File: src/rtl/mem_port_arbiter.sv
// Arbiter that shares the single instruction/data memory between the CPU datapath and the program-loader/DFT port.
// It grants one requester per cycle and bounds loader starvation by MAX_WAIT. The loader can also hold the grant with a burst lock.
module mem_port_arbiter #(
  parameter int BIT_WIDTH = 32,
  parameter int MAX_WAIT  = 8,
  parameter int WAIT_W    = $clog2(MAX_WAIT + 1)
) (
  input  logic                 clk,
  input  logic                 rst,
  input  logic                 cpu_req,
  input  logic                 cpu_we,
  input  logic [BIT_WIDTH-1:0] cpu_addr,
  input  logic [BIT_WIDTH-1:0] cpu_wdata,
  output logic                 cpu_ack,
  output logic                 cpu_stall,
  input  logic                 ldr_req,
  input  logic                 ldr_we,
  input  logic                 ldr_lock,
  input  logic [BIT_WIDTH-1:0] ldr_addr,
  input  logic [BIT_WIDTH-1:0] ldr_wdata,
  output logic                 ldr_ack,
  output logic [BIT_WIDTH-1:0] rdata,
  output logic [BIT_WIDTH-1:0] mem_addr,
  output logic [BIT_WIDTH-1:0] mem_wdata,
  output logic                 mem_we,
  input  logic [BIT_WIDTH-1:0] mem_rdata,
  output logic [1:0]           dbgGnt,
  output logic [WAIT_W-1:0]    dbgWaitCnt
);

  // Handshake: a requester raises req and holds req/we/addr/wdata stable until the cycle in
  // which its ack is high; that cycle is the memory access. Dropping req before ack cancels it.

  typedef enum logic [1:0] {
    GntIdle = 2'd0,
    GntCpu  = 2'd1,
    GntLdr  = 2'd2
  } gntT;

  localparam logic [WAIT_W-1:0] MaxWait = WAIT_W'(MAX_WAIT);

  gntT               gnt;
  gntT               gntNext;
  logic [WAIT_W-1:0] waitCnt;
  logic [WAIT_W-1:0] waitNext;
  logic              starved;

  always_ff @(posedge clk) begin
    if (rst) begin
      gnt     <= GntIdle;
      waitCnt <= '0;
    end else begin
      gnt     <= gntNext;
      waitCnt <= waitNext;
    end
  end

  assign cpu_ack   = ~rst & (gnt == GntCpu) & cpu_req;
  assign ldr_ack   = ~rst & (gnt == GntLdr) & ldr_req;
  assign cpu_stall = cpu_req & ~cpu_ack;

  // The access that ends a starvation wait must not re-trigger the force-grant.
  // waitCnt is still saturated in that ack cycle, so the CPU gets the grant back on the next edge.
  assign starved = ldr_req & ~ldr_ack & (waitCnt == MaxWait);

  always_comb begin
    gntNext = GntIdle;
    if (ldr_lock & ldr_req & (gnt == GntLdr)) begin
      gntNext = GntLdr;
    end else if (starved) begin
      gntNext = GntLdr;
    end else if (cpu_req) begin
      gntNext = GntCpu;
    end else if (ldr_req) begin
      gntNext = GntLdr;
    end
  end

  always_comb begin
    waitNext = waitCnt;
    if (~ldr_req | ldr_ack) begin
      waitNext = '0;
    end else if (waitCnt != MaxWait) begin
      waitNext = waitCnt + 1'b1;
    end
  end

  always_comb begin
    mem_addr  = '0;
    mem_wdata = '0;
    mem_we    = 1'b0;
    case (gnt)
      GntCpu: begin
        mem_addr  = cpu_addr;
        mem_wdata = cpu_wdata;
        mem_we    = cpu_we & cpu_ack;
      end
      GntLdr: begin
        mem_addr  = ldr_addr;
        mem_wdata = ldr_wdata;
        mem_we    = ldr_we & ldr_ack;
      end
      default: begin
        mem_addr  = '0;
        mem_wdata = '0;
        mem_we    = 1'b0;
      end
    endcase
  end

  assign rdata      = mem_rdata;
  assign dbgGnt     = gnt;
  assign dbgWaitCnt = waitCnt;

endmodule

File: config.mk
export PLATFORM = sky130hd
export DESIGN_NAME = mem_port_arbiter
export DESIGN_NICKNAME = d
export VERILOG_FILES = /design/src/rtl/mem_port_arbiter.sv
export SDC_FILE = /design/constraint.sdc
export NUM_CORES = 1
export LEC_CHECK = 0
export ABC_AREA = 1
export CAP_MARGIN = 20
export CORE_AREA = 2 2 106 108
export CTS_CLUSTER_DIAMETER = 60
export DETAILED_ROUTE_END_ITERATION = 7
export DIE_AREA = 0 0 108 110
export SYNTH_ARGS = -nofsm -noshare
export SYNTH_HDL_FRONTEND = slang
export SYNTH_SLANG_ARGS = --single-unit
File: constraint.sdc
create_clock -name clk -period 2.1 [get_ports clk]
set_input_delay 0.21 -clock clk [delete_from_list [all_inputs] [get_ports clk]]
set_output_delay 0.21 -clock clk [all_outputs]
set_load 0.02 [all_outputs]
==> results of run 1 <==
-- worst max-delay path, stage by stage (launching register included) --
cell             delay, ps
dfxtp_1                350
inv_1                   50
ha_2                   200
buf_12                 170
a21oi_1                150
clkdlybuf4s50_1        630
-- repair_timing --
action,CTS,global route
buffers inserted,0,0
setup endpoints to repair,58,8
gates resized for setup,58,8
-- logic make-up after synthesis --
group / synth area share
AOI/OAI and AO/OA: 0.230
xor gates and xnor gates: 0.0115
adders and majority gates: 0.0329
buffers and inverters: 0.263
DFF: 0.0790
and+or+nand+nor: 0.383
-- layer usage --
metal	global-route usage	share of wire	routed length, um	vias to the layer above
li1	-	-	-	1236
met1	0.117	0.38	2960	1072
met2	0.217	0.50	3860	158
met3	0.0364	0.12	946	2
met4	0.0110	0.00051	4	0
met5	0	0	0	-
-- per-stage QoR --
step           setup slack (ps)  instance area, sq um
5_1_grt                    16.3                  3520
3_5_place_dp                105                  3530
4_1_cts                   0.433                  3500
2_1_floorplan               354                  1520
3_3_place_gp                136                  3530
6_report                    118                  3520
-- flip-flops by register name, summed over array words and instances, names as in the netlist --
name,count
dbgWaitCnt,4
dbgGnt,2
-- power groups by stage --
stage / clock network [mW] / logic (mW) / registers (mW)
floorplan: 0 / 0.296 / 0.129
global placement: 0 / 0.600 / 0.124
detailed placement: 0 / 0.605 / 0.124
CTS: 0.174 / 0.581 / 0.123
global route: 0.183 / 0.618 / 0.123
finish: 0.169 / 0.575 / 0.123
-- worst min path at each step --
stage	endpoint	from	slack, ps
floorplan	dbgGnt[1]	rst	280
global placement	rdata[15]	mem_rdata[15]	420
detailed placement	rdata[15]	mem_rdata[15]	420
CTS	rdata[15]	mem_rdata[15]	420
global route	rdata[6]	mem_rdata[6]	420
finish	rdata[10]	mem_rdata[10]	420
-- placed cells by master, fill, tap and decap left out, types with 3 or more instances in the layout --
cell	Yosys	final
nand2_1	133	133
nor2_1	11	11
buf_12	0	5
clkdlybuf4s50_1	0	142
inv_1	8	8
dfxtp_1	6	6
o21ai_1	3	3
clkbuf_8	0	3
nand3_1	4	4
dlygate4sd2_1	0	58
a21oi_1	66	66
dlymetal6s2s_1	0	8
-- synthesized netlist by cell type (3+ instances only) --
library cell,number
a21oi_1,66
buf_2,8
buf_4,40
clkbuf_1,3
dfxtp_1,6
ha_1,4
inv_1,8
nand2_1,133
nand3_1,4
nor2_1,11
o21ai_1,3
-- layout make-up --
cell class | instances | area [sq um]
well taps | 140 | 175
fillers | 1187 | 7180
clock buffers | 3 | 41.3
multi-input cells | 227 | 1000
repair buffers | 215 | 2140
flip-flops and latches | 6 | 120
inverters | 9 | 33.8
==> results.json, run 1 <==
{
  "grt_first_pass_wirelength_um": 10700,
  "synth.top_cell.area_share": 0.328,
  "min_period_ps": 1980,
  "p_int_mw": 0.573,
  "p_clk_frac": 0.195,
  "crit_type": "flip-flop to output pin",
  "ir_drop_v": 0.000201,
  "p_leak_nw": 1.59,
  "fin_util": 0.329,
  "crit_fanout": 31,
  "p_sw_mw": 0.294,
  "clock.fmax_mhz": 505,
  "portBuffers": 208,
  "reg2reg_slack_ps": 840,
  "ant_nets": 0,
  "power_density_nw_per_um2": 246,
  "syn2layout_area_growth_pct": 132,
  "antenna_found_initial": 0,
  "worstSetupEndpointType": "output pin",
  "clock_path_buffers": 2,
  "drc": 0,
  "syn-num-nets": 466,
  "endpoint": "cpu_stall",
  "synthDistinctLibCells": 20,
  "synth_area_leader_cell": "nand2_1",
  "rsz0062_at_grt": "false",
  "r2r-start": "dbgGnt[0]",
  "worstHoldPathType": "primary input to output pin",
  "slew_headroom": 0.799,
  "num_io_pins": 273,
  "wirelength_um": 7780,
  "tightest_slew_ps": 302,
  "start_kind": "flip-flop",
  "holdWs_ps": 420,
  "htree_levels": 1,
  "finalNonFillerCells": 600,
  "numCtsBuffers": 3,
  "gp_congestion": 0.724,
  "die_width_um": 108,
  "hpwl_um": 6330,
  "cp-startpoint": "dbgGnt[1]",
  "cts_tree": "yes",
  "pwr-share-seq": 0.142,
  "grt_start_max_net_pins": 37,
  "hold_viol_final": 0,
  "required_ps": 1890,
  "p_sw_frac": 0.339,
  "power_frac_comb": 0.663,
  "fin_crit_sh": 0.944,
  "reg2reg_depth": 6,
  "initial_utilization": 0.142,
  "hold_buffers": 0,
  "netlist_area_sq_um": 1520,
  "viasPerCell": 4.11,
  "arrival_ps": 1770,
  "ys_seq_area_frac": 0.0790,
  "outcome": "completed",
  "grt_use_total": 0.110,
  "wl_per_cell_um": 13.0,
  "nNetsFinal": 633,
  "synth_flop_cell": "dfxtp_1",
  "setup_viol": 0,
  "synth_area_per_cell_sq_um": 5.15,
  "synth-edff-count": 0,
  "vias": 2468,
  "clkSinkCount": 6,
  "die_y_um": 110,
  "finalPower_mw": 0.867,
  "num_rows": 38,
  "rr_endpoint": "dbgWaitCnt[1]",
  "synth-seq-cells": 6,
  "first_iter_violations": 173,
  "grt_pass1_vias": 2289,
  "first_pass_iters": 4,
  "maxCapViolations": 0,
  "root_buffer": "clkbuf_8",
  "core_sq_um": 10700,
  "synth_area_leaders": "nand2_1, a21oi_1, buf_4, dfxtp_1, ha_1",
  "tns_ps": 0,
  "path_clk_slew_ps": 30,
  "async_reset_ff_frac": 0,
  "dp_cells": 597,
  "drive_above_1_share": 0.0304,
  "clk_latency_ps": 220,
  "hold_depth": 0,
  "overflow": 0,
  "skew_ps": 2.58,
  "netlist_instances": 295,
  "yosys_warnings": 0,
  "die-area_sq_um": 11900,
  "n_antenna_cell": 0,
  "slew_viol_final": 0
}
Power figures use the tool's default switching activity.
==> run 2: changes to the inputs <==
Settings changed: SKIP_CTS_REPAIR_TIMING set to 1.
==> results.json, run 2 (synthesized netlist as in run 1, its figures left out) <==
{
  "outcome": "completed",
  "grt_first_pass_wirelength_um": 10700,
  "path_clk_slew_ps": 30,
  "finalNonFillerCells": 600,
  "slew_headroom": 0.798,
  "portBuffers": 208,
  "p_clk_frac": 0.191,
  "reg2reg_slack_ps": 840,
  "clock_path_buffers": 2,
  "p_sw_frac": 0.332,
  "root_buffer": "clkbuf_8",
  "initial_utilization": 0.142,
  "final_common_cell": "clkdlybuf4s50_1",
  "num_rows": 38,
  "cts_tree": "yes",
  "p_leak_nw": 2.37,
  "holdCritStartpoint": "mem_rdata[10]",
  "skew_ps": 2.76,
  "setup_viol": 0,
  "holdWs_ps": 420,
  "die-area_sq_um": 11900,
  "p_sw_mw": 0.294,
  "tightest_slew_ps": 303,
  "syn2layout_area_growth_pct": 146,
  "min_period_ps": 1980,
  "p_int_mw": 0.593,
  "core_sq_um": 10700,
  "dpl-instance-area_sq_um": 3530,
  "met1Wirelength_um": 2990,
  "maxCapViolations": 0,
  "fin_crit_sh": 0.942,
  "hold_depth": 0,
  "worstHoldEndpoint": "rdata[10]",
  "worstSetupEndpointType": "output pin",
  "drc": 0,
  "num_io_pins": 273,
  "wl_met3_um": 940,
  "fill_cells": 1134,
  "ant_nets": 0,
  "slew_viol_final": 0,
  "die_width_um": 108,
  "power_density_nw_per_um2": 237,
  "wl_met2_um": 3930,
  "n_antenna_cell": 0,
  "top_layer": "met4",
  "clock.fmax_mhz": 505,
  "hpwl_um": 6330,
  "first_iter_violations": 198,
  "antenna_found_initial": 0,
  "reg2reg_depth": 6,
  "worstHoldPathType": "primary input to output pin",
  "fin_area_sq_um": 3740,
  "vias": 2464,
  "die_y_um": 110,
  "viasPerCell": 4.11,
  "dp_cells": 597,
  "power_frac_comb": 0.671,
  "wl_per_cell_um": 13.1,
  "numCtsBuffers": 3,
  "pwr-share-seq": 0.138,
  "largest_reg_flops": 4,
  "clkSinkCount": 6,
  "r2r-start": "dbgGnt[0]",
  "drive_above_1_share": 0.0304,
  "rr_endpoint": "dbgWaitCnt[1]",
  "clk_latency_ps": 220,
  "final_cell_mix": "clkdlybuf4s50_1, nand2_1, a21oi_1, dlymetal6s2s_1, nor2_1",
  "wirelength_um": 7860,
  "gp_congestion": 0.724,
  "rsz0062_at_grt": "false",
  "ir_drop_v": 0.000197,
  "hold_viol_final": 0,
  "crit_type": "flip-flop to output pin",
  "htree_levels": 1,
  "start_kind": "flip-flop",
  "grt_use_total": 0.110,
  "required_ps": 1890,
  "grt_start_max_net_pins": 37,
  "grt_pass1_vias": 2291,
  "finalPower_mw": 0.887,
  "overflow": 0,
  "crit_fanout": 31,
  "nNetsFinal": 633,
  "first_pass_iters": 4,
  "tns_ps": 0,
  "arrival_ps": 1770
}
run 2: cell types whose count changed in the layout (fill, tap and decap cells not counted), sizes merged:
cell and change:
dlymetal6s2s +58, dlygate4sd2 -58
run 2: worst max path at each step:
stage          startpoint            to  slack (ps)
6_report        dbgGnt[1]     cpu_stall         120
5_1_grt         dbgGnt[1]     cpu_stall          20
4_1_cts         dbgGnt[0]  mem_wdata[9]        -120
3_5_place_dp          rst        mem_we         110
3_3_place_gp          rst        mem_we         140
2_1_floorplan   dbgGnt[1]        mem_we         350
run 2: critical path: stages (launching register included):
cell	delay [ps]
dfxtp_1	350
inv_1	50
ha_2	200
buf_12	170
a21oi_1	150
clkdlybuf4s50_1	630
run 2: routing by layer:
layer  up-vias  global-route usage
met3         2              0.0388
met5         -                   0
li1       1235                   -
met2       149               0.217
met1      1078               0.117
met4         0              0.0110
run 2: power groups by stage:
stage / Clock [mW] / Sequential (mW) / Combinational (mW)
floorplan: 0 / 0.129 / 0.296
global placement: 0 / 0.124 / 0.600
detailed placement: 0 / 0.124 / 0.605
CTS: 0.174 / 0.123 / 0.610
global route: 0.183 / 0.123 / 0.637
finish: 0.169 / 0.123 / 0.595
run 2: per-stage QoR:
| step | utilization | worst slack (ps) |
|---|---|---|
| floorplan | - | 354 |
| global placement | 0.330 | 136 |
| detailed placement | 0.330 | 105 |
| CTS | 0.334 | -125 |
| global route | 0.349 | 16.4 |
| finish | 0.349 | 121 |
run 2: layout make-up:
class | count | area, sq um | area share
Inverter | 9 | 33.8 | 0.00904
Clock buffer | 3 | 41.3 | 0.0110
Multi-Input combinational cell | 227 | 1000 | 0.269
Timing Repair Buffer | 215 | 2360 | 0.632
Sequential cell | 6 | 120 | 0.0321
Tap cell | 140 | 175 | 0.0469
